### config.mk
export PLATFORM = sky130hd
export DESIGN_NAME = progmem_arbiter
export DESIGN_NICKNAME = d
export VERILOG_FILES = /design/src/rtl/progmem_pkg.sv /design/src/rtl/progmem_arbiter.sv
export SDC_FILE = /design/constraint.sdc
export NUM_CORES = 1
export LEC_CHECK = 0
export ABC_AREA = 0
export BUFFER_PORTS_ARGS = -buffer_cell sky130_fd_sc_hd__buf_2
export CAP_MARGIN = 20
export CORE_AREA = 2 2 122 124
export DETAILED_ROUTE_END_ITERATION = 16
export DIE_AREA = 0 0 124 126
export HOLD_SLACK_MARGIN = 0.08
export PLACE_DENSITY = 0.51
export REMOVE_ABC_BUFFERS = 1
export SETUP_SLACK_MARGIN = 0.3
export SYNTH_ARGS = -nofsm -noshare
export SYNTH_HDL_FRONTEND = slang
export SYNTH_SLANG_ARGS = --single-unit
export TNS_END_PERCENT = 10
### constraint.sdc
create_clock -name clk -period 1.9 [get_ports clk]
set_input_delay 0.38 -clock clk [delete_from_list [all_inputs] [get_ports clk]]
set_output_delay 0.38 -clock clk [all_outputs]
set_load 0.05 [all_outputs]
### src/rtl/progmem_pkg.sv
`default_nettype none
// ============================================================================
// Module      : progmem_pkg
// Description : Shared types and constants for the program-memory arbiter.
//               Holds the arbiter state encoding and the default read data
//               returned on a timed-out access.
// Revision    : 1.0 - initial release
// ============================================================================
package progmem_pkg;

  // Arbiter state: idle, or memory granted to master 0 / master 1
  typedef enum logic [1:0] {
    IDLE = 2'd0,
    GNT0 = 2'd1,
    GNT1 = 2'd2
  } state_e;

  // Read data handed back to a master whose access timed out
  localparam logic [31:0] ERR_DATA_DEFAULT = 32'hDEAD_BEEF;

  // Width of the per-grant wait counter
  localparam int unsigned WAIT_CNT_W = 8;

endpackage : progmem_pkg
`default_nettype wire

### src/rtl/progmem_arbiter.sv
`default_nettype none
// ============================================================================
// Module      : progmem_arbiter
// Description : Two-master round-robin arbiter in front of a shared program
//               memory. Master 0 is the CPU, master 1 the loader/debug port.
//               Requests are forwarded combinationally while granted, the
//               memory completion is passed straight back, and a stalled
//               access is terminated after TIMEOUT cycles with ERR_DATA and a
//               sticky timeout_err flag.
// Revision    : 1.0 - initial release
// ============================================================================
module progmem_arbiter
  import progmem_pkg::*;
#(
  parameter int unsigned ADDR_W   = 32,
  parameter int unsigned TIMEOUT  = 16,
  parameter logic [31:0] ERR_DATA = ERR_DATA_DEFAULT
) (
  input  logic              clk,
  input  logic              rstn,
  // master 0 (CPU)
  input  logic              m0_valid,
  output logic              m0_ready,
  input  logic [ADDR_W-1:0] m0_addr,
  input  logic [31:0]       m0_wdata,
  input  logic [3:0]        m0_wstrb,
  output logic [31:0]       m0_rdata,
  // master 1 (loader / debug)
  input  logic              m1_valid,
  output logic              m1_ready,
  input  logic [ADDR_W-1:0] m1_addr,
  input  logic [31:0]       m1_wdata,
  input  logic [3:0]        m1_wstrb,
  output logic [31:0]       m1_rdata,
  // shared program memory
  output logic              s_valid,
  input  logic              s_ready,
  output logic [ADDR_W-1:0] s_addr,
  output logic [31:0]       s_wdata,
  output logic [3:0]        s_wstrb,
  input  logic [31:0]       s_rdata,
  // sticky error flag
  output logic              timeout_err
);

  // Last wait-counter value before the access is abandoned
  localparam logic [WAIT_CNT_W-1:0] WAIT_LIMIT = WAIT_CNT_W'(TIMEOUT - 1);

  state_e                state_q;
  logic                  last_grant_q;   // 0: m0 completed last, 1: m1 completed last
  logic [WAIT_CNT_W-1:0] wait_cnt_q;
  logic                  timeout_err_q;

  logic                  w_sel_valid;    // valid of the currently granted master
  logic                  w_done_ok;      // memory completed the granted access
  logic                  w_done_to;      // granted access abandoned on timeout

  // Round-robin pick from IDLE: a tie goes to the master not served last
  function automatic state_e rr_pick(input logic v0, input logic v1, input logic last);
    state_e pick;
    pick = IDLE;
    if (v0 && v1) begin
      pick = last ? GNT0 : GNT1;
    end else if (v0) begin
      pick = GNT0;
    end else if (v1) begin
      pick = GNT1;
    end
    return pick;
  endfunction

  // Completion conditions of the granted access; s_ready beats the timeout
  always_comb begin
    w_sel_valid = 1'b0;
    if (state_q == GNT0) begin
      w_sel_valid = m0_valid;
    end else if (state_q == GNT1) begin
      w_sel_valid = m1_valid;
    end
    w_done_ok = w_sel_valid && s_ready;
    w_done_to = w_sel_valid && !s_ready && (wait_cnt_q == WAIT_LIMIT);
  end

  // Arbiter FSM, wait counter, round-robin history and sticky error flag
  always_ff @(posedge clk or negedge rstn) begin
    if (!rstn) begin
      state_q       <= IDLE;
      last_grant_q  <= 1'b1;
      wait_cnt_q    <= '0;
      timeout_err_q <= 1'b0;
    end else begin
      if (w_done_to) begin
        timeout_err_q <= 1'b1;
      end
      unique case (state_q)
        IDLE: begin
          state_q    <= rr_pick(m0_valid, m1_valid, last_grant_q);
          wait_cnt_q <= '0;
        end
        GNT0, GNT1: begin
          if (!w_sel_valid) begin
            // requester withdrew: drop the grant, keep the round-robin history
            state_q    <= IDLE;
            wait_cnt_q <= '0;
          end else if (w_done_ok || w_done_to) begin
            state_q      <= IDLE;
            wait_cnt_q   <= '0;
            last_grant_q <= (state_q == GNT1);
          end else begin
            wait_cnt_q <= wait_cnt_q + 1'b1;
          end
        end
        default: begin
          state_q    <= IDLE;
          wait_cnt_q <= '0;
        end
      endcase
    end
  end

  // Request forwarding and completion pass-through for the granted master
  always_comb begin
    s_valid     = 1'b0;
    s_addr      = '0;
    s_wdata     = '0;
    s_wstrb     = '0;
    m0_ready    = 1'b0;
    m0_rdata    = '0;
    m1_ready    = 1'b0;
    m1_rdata    = '0;
    timeout_err = timeout_err_q | w_done_to;
    unique case (state_q)
      GNT0: begin
        s_valid  = m0_valid && !w_done_to;
        s_addr   = m0_addr;
        s_wdata  = m0_wdata;
        s_wstrb  = m0_wstrb;
        m0_ready = w_done_ok || w_done_to;
        if (w_done_ok) begin
          m0_rdata = s_rdata;
        end else if (w_done_to) begin
          m0_rdata = ERR_DATA;
        end
      end
      GNT1: begin
        s_valid  = m1_valid && !w_done_to;
        s_addr   = m1_addr;
        s_wdata  = m1_wdata;
        s_wstrb  = m1_wstrb;
        m1_ready = w_done_ok || w_done_to;
        if (w_done_ok) begin
          m1_rdata = s_rdata;
        end else if (w_done_to) begin
          m1_rdata = ERR_DATA;
        end
      end
      default: begin
        s_valid = 1'b0;
      end
    endcase
  end

endmodule : progmem_arbiter
`default_nettype wire

---- Word level (Yosys, flattened, before mapping) ----
Index checks and enable logic that the tools add are counted.
cells by class
  equality and inequality tests ........... 4
  mux-type cells .......................... 22
  add/subtract/negate cells ............... 1
  reductions and logical operators ........ 12
  bitwise logic cells ..................... 1
operator list
  operator                                              count
  2-to-1 mux 32 bit                                     4
  one-hot mux 32 bit (2 select lines)                   2
  2-to-1 mux 8 bit                                      3
  2-to-1 mux 2 bit                                      6
  adder 8 x 1 -> 8 bit (second input constant)          1
  equality test 8 x 4 -> 1 bit (second input constant)  1
  one-hot mux 4 bit (2 select lines)                    1
  logical AND 1 bit                                     6
  2-to-1 mux 1 bit                                      4
  one-hot mux 2 bit (2 select lines)                    1
  inequality test 3 bit (second input constant)         1
  AND reduction 3 bit                                   1
  equality test 2 x 1 -> 1 bit (second input constant)  1
  equality test 2 bit (second input constant)           1
  zero test 1 bit                                       2
  zero test 2 bit                                       1
  one-hot mux 1 bit (2 select lines)                    1
  OR reduction 2 bit                                    1
  logical OR 1 bit                                      1
  bitwise OR 1 bit                                      1
word-level totals
  register bits ........................... 12

---- Longest topological paths before layout ----
  word-level depth ........................ 9
  depth in mapped cells ................... 9
  gate-level depth less buffers ........... 6

---- Least setup slack after synthesis ----
Ideal clock, no wire load.
  path kind ............................... reg2out
  from .................................... reg state_q[1]
  to ...................................... out s_wdata[28]
  stages on the path, launching flop included .. 8
  data arrival time ....................... 2154 ps
  buffers on the path ..................... 3
  path slack .............................. -634 ps
  data required time ...................... 1520 ps
  path through ............................ dfrtp_1 > inv_1 > ha_1 > buf_2 > buf_1 > buf_1 > a22oi_1 > nor2b_1
between the ends
  word-level cells in the longest chain between the ends .. 2
  elaborated cells on any way between the ends .. 3
  those cells by class .................... 2 x eq/ne; 1 x mux
ends and longest elaborated chain
  what                                                                        line                    RTL
  start, declared                                                             progmem_arbiter.sv:49   state_e state_q;
  start signal, assigned                                                      progmem_arbiter.sv:97   state_q <= rr_pick(m0_valid, m1_valid, last_grant_q);
  equality test 2 bit / equality test 2 x 1 -> 1 bit (equally long branches)  progmem_arbiter.sv:132  unique case (state_q)
  one-hot mux 32 bit (2 select lines) *                                       progmem_arbiter.sv:132
  end, declared                                                               progmem_arbiter.sv:39   output logic [31:0] s_wdata,
Mark *: on every way between the ends. The rest lies on a longest branch, timed or not.

---- Final worst setup path ----
  from .................................... reg state_q[0]
  to ...................................... out m1_rdata[9]
between the ends
  word-level cells in the longest chain between the ends .. 8
  elaborated cells on any way between the ends .. 10
  those cells by class .................... 2 x eq/ne; 5 x mux; 3 x reduce/logical
ends and longest elaborated chain
  what                            line                                           RTL
  equality test 2 bit             progmem_arbiter.sv:77, progmem_arbiter.sv:132
  2-to-1 mux 1 bit                progmem_arbiter.sv:77                          end else if (state_q == GNT1) begin
  2-to-1 mux 1 bit                progmem_arbiter.sv:75                          if (state_q == GNT0) begin
  logical AND 1 bit (2 in a row)  progmem_arbiter.sv:81                          w_done_to = w_sel_valid && !s_ready && (wait_cnt_q == WAIT_LIMIT);
  2-to-1 mux 32 bit               progmem_arbiter.sv:153                         end else if (w_done_to) begin
  2-to-1 mux 32 bit               --
  2-to-1 mux 32 bit *             progmem_arbiter.sv:132
  end, declared                   progmem_arbiter.sv:34                          output logic [31:0] m1_rdata,
Marked as above.

==> reports/qor.json <==
{
  "logic_synthesis": {
    "yosysWarningCount": 0,
    "yosysUniqueCellTypes": 36,
    "synth.top_cell.area_share": 0.2283,
    "synth_enable_flop_cells": 0,
    "postSynthAreaPerCell_um2": 7.453,
    "synthesis.area_mm2": 0.002236,
    "synthesis.instances": 300,
    "synth_area_leader_cell": "sky130_fd_sc_hd__a22oi_1",
    "yosys_register_bits": 12,
    "async_reset_ff_frac": 1.000,
    "post_synth_main_area_contributors": "sky130_fd_sc_hd__a22oi_1 (23%), sky130_fd_sc_hd__nor2b_1 (19%), sky130_fd_sc_hd__o21a_1 (16%)",
    "synth_sequential_area_ratio": 0.1349,
    "synth_top_flop_cell": "sky130_fd_sc_hd__dfrtp_1"
  },
  "critical_path": {
    "critical_path_buf_inv_count": 3,
    "critical-path-top-delay-family": "buffers and inverters",
    "cp.required_ns": 1.52,
    "crit_path_end_kind": "output pin",
    "criticalPathCategory": "reg -> out",
    "crit_path_cell_trace": "inv_2, ha_4, nand2_2, o21ai_4, and3b_2, clkbuf_16, o21a_1, buf_6",
    "cp-start-kind": "flip-flop",
    "maximum_fanout_count_along_the_critical_path": 12,
    "timing.critical_path.slowest_cell_delay_ns": 0.38,
    "timing.critical_path.arrival_ns": 1.94,
    "cpMaxStageDelayCell": "sky130_fd_sc_hd__dfrtp_1"
  },
  "min_path": {
    "timing.hold.worst.class": "in -> reg"
  },
  "sta": {
    "max_slew.worst_pin.slew_ns": 0.2889,
    "least_setup_slack_across_all_paths_after_layout_ns": -0.4203,
    "grt_setup_unrepaired": "yes",
    "timing.fmax_ghz": 0.4310,
    "finalWorstPathRequiredPeriod_ns": 2.320,
    "post-route-period-util": 1.221,
    "maxSlewHeadroom": 0.8074,
    "timing.final.hold_violations": 0,
    "finClkSkew_ns": 0.007693,
    "final_max_slew_viol_count": 0,
    "final_count_of_negative_setup_slack_endpoints": 136
  },
  "cells_and_area": {
    "number_of_antenna_cells_inserted": 0,
    "finish.cell_count_without_fillers": 803,
    "layout-area-overhead-vs-synth_pct": 150.9,
    "n_fill_cell": 1460,
    "share_of_final_layout_standard_cells_stronger_than_drive_strength_1": 0.7141,
    "layout.cell_area.non_filler_mm2": 0.005609,
    "layout.core_utilization": 0.3919,
    "finish.net_count": 797
  },
  "detailed_routing": {
    "routed_via_density": 4.448,
    "detailroute.via_count": 3572,
    "routed_wire_length_per_instance_um": 16.85,
    "drt_pre_antenna_iters": 4,
    "postRouteWirelength_um": 13530,
    "detail_route.iter0.violations": 129,
    "antenna_left": 0,
    "drc": 0
  },
  "clock_network": {
    "clk-insertion-delay-late_ns": 0.24,
    "cts.htree.levels": 1,
    "clock_transition_at_the_registers_of_the_reported_paths_ns": 0.05,
    "cts_root_buf": "sky130_fd_sc_hd__clkbuf_16",
    "cts.path.max_buffers": 2,
    "number_of_clock_sinks": 12,
    "numCtsBuffers": 3,
    "tritoncts": "built"
  },
  "die": {
    "core_area_mm2": 0.01431,
    "row_count": 44,
    "floorplan.die.width_um": 124,
    "area_enclosed_by_the_die_boundary_mm2": 0.01562,
    "start_util": 0.1562,
    "pin_count": 309,
    "die_h_um": 126
  },
  "power": {
    "totalPowerFinal_w": 0.005471,
    "ir_drop_uv": 470.0,
    "power_density_mw_per_mm2": 975.4,
    "power.leakage_nw": 2.585
  },
  "placed_design": {
    "gp_routability_congestion": 0.8703,
    "placed_cells": 791,
    "placed_inst_area_mm2": 0.004468,
    "place_hpwl_um": 10390,
    "count_of_buffers_inserted_at_the_top_level_ports": 308,
    "post-place-ws_ns": -0.1881
  },
  "global_routing": {
    "antenna_found_initial": 0,
    "global_route.overflow_total": 0,
    "grt_start_max_net_pins": 56,
    "number_of_global_route_vias_before_repair": 3408,
    "grt_pass1_wl_um": 18600,
    "track_usage": 0.1509
  },
  "job": {
    "number_of_maximum_capacitance_violations": 0
  },
  "run_status": {
    "run_status": "finished, violations left",
    "violations": "setup timing"
  }
}
==> where the power goes <==
group	internal, W	switching, W	total [W]
clock	0.000282	0.000108	0.000391
combinational	0.00198	0.00280	0.00478
sequential	0.000287	0.0000172	0.000304
==> worst paths after layout <==
kind                                from       endpoint  slack [ns]  cells after the start
max                           state_q[0]    m1_rdata[9]       -0.42                      8
min                             m1_valid     state_q[1]        0.46                      3
max reg2reg                wait_cnt_q[0]   last_grant_q        0.29                      6
min reg2reg                timeout_err_q  timeout_err_q        0.47                      1
max in group asynchronous           rstn   last_grant_q        1.06                      2
min in group asynchronous           rstn  wait_cnt_q[6]        0.55                      2
==> what timing repair did <==
action	in CTS	in global routing
pin swaps	4	10
hold buffers	1	0
gates resized for setup	231	73
hold endpoints to repair	11	0
gates cloned	0	2
setup buffers	1	4
setup endpoints to repair	146	146
==> layer usage <==
| metal | up-vias | global-route usage | routed length, µm |
|---|---|---|---|
| li1 | 1737 | - | - |
| met1 | 1673 | 0.1935 | 5601 |
| met2 | 146 | 0.2647 | 6751 |
| met3 | 16 | 0.02129 | 883 |
| met4 | 0 | 0.03569 | 293 |
| met5 | - | 0 | 0 |
==> final cells by class <==
class                   instances  area [µm²]  share of cell area
inverters                       5       18.77            0.003346
clock buffers                   4       78.83             0.01405
repair buffers                350        2929              0.5222
well taps                     184       230.2             0.04104
flip-flops and latches         12       301.5             0.05376
multi-input cells             248        2051              0.3656
==> per-stage QoR <==
step | TNS, ns | hold WS, ns
floorplan | -229.50 | 0.08441
global placement | -9.576 | 0.2787
detailed placement | -10.66 | 0.2862
CTS | -34.74 | 0.4576
global route | -44.09 | 0.4733
finish | -32.54 | 0.4566
==> state kept, by name (all words and copies together), names as in the netlist <==
| signal | cells |
|---|---|
| last_grant_q | 1 |
| state_q | 2 |
| timeout_err_q | 1 |
| wait_cnt_q | 8 |
==> cell usage after synthesis, types with 2 or more instances <==
master and number:
sky130_fd_sc_hd__o21a_1 48, sky130_fd_sc_hd__xor2_1 3, sky130_fd_sc_hd__nor2b_1 68, sky130_fd_sc_hd__buf_6 2
sky130_fd_sc_hd__a31o_2 2, sky130_fd_sc_hd__xnor2_1 3, sky130_fd_sc_hd__a22oi_1 68, sky130_fd_sc_hd__ha_1 4
sky130_fd_sc_hd__and3_1 11, sky130_fd_sc_hd__nor2_1 8, sky130_fd_sc_hd__dfrtp_1 11, sky130_fd_sc_hd__nand2_1 5
sky130_fd_sc_hd__mux2_2 2, sky130_fd_sc_hd__buf_1 8, sky130_fd_sc_hd__inv_1 5, sky130_fd_sc_hd__buf_2 6
sky130_fd_sc_hd__clkbuf_1 18, sky130_fd_sc_hd__and2_1 9, sky130_fd_sc_hd__nand3_1 2
==> cell families (layout without fill, tap and decap cells) <==
logic type                 Yosys count  after routing  synth area share
AOI/OAI and AO/OA                  124            124            0.4191
xor gates and xnor gates             6              6           0.02351
adders and majority gates            4              4           0.02238
buffers and inverters               40            359           0.07890
DFF                                 12             12            0.1349
muxes                                3              3           0.01455
and+or+nand+nor                    111            111            0.3067
==> worst min-delay path, cell delays in order <==
cell,delay (ns)
sky130_fd_sc_hd__buf_2,0.13
sky130_fd_sc_hd__o211ai_1,0.08
sky130_fd_sc_hd__mux2i_1,0.07
==> layout by cell type (no fill, tap or decap), drive strengths merged <==
cell / n
clkbuf: 6
dfstp: 1
nor2b: 68
and2: 10
dfrtp: 11
a22oi: 68
nor2: 9
nand2: 5
xor2: 3
inv: 5
o211ai: 1
nand3b: 1
and3b: 1
a21oi: 2
mux2: 2
nor4: 1
and4b: 1
ha: 4
a31oi: 1
buf: 347
xnor2: 3
mux2i: 1
and3: 11
dlygate4sd3: 1
a31o: 2
nand4: 1
o21a: 48
nand3: 3
o21ai: 2
Power figures use the tool's default switching activity.
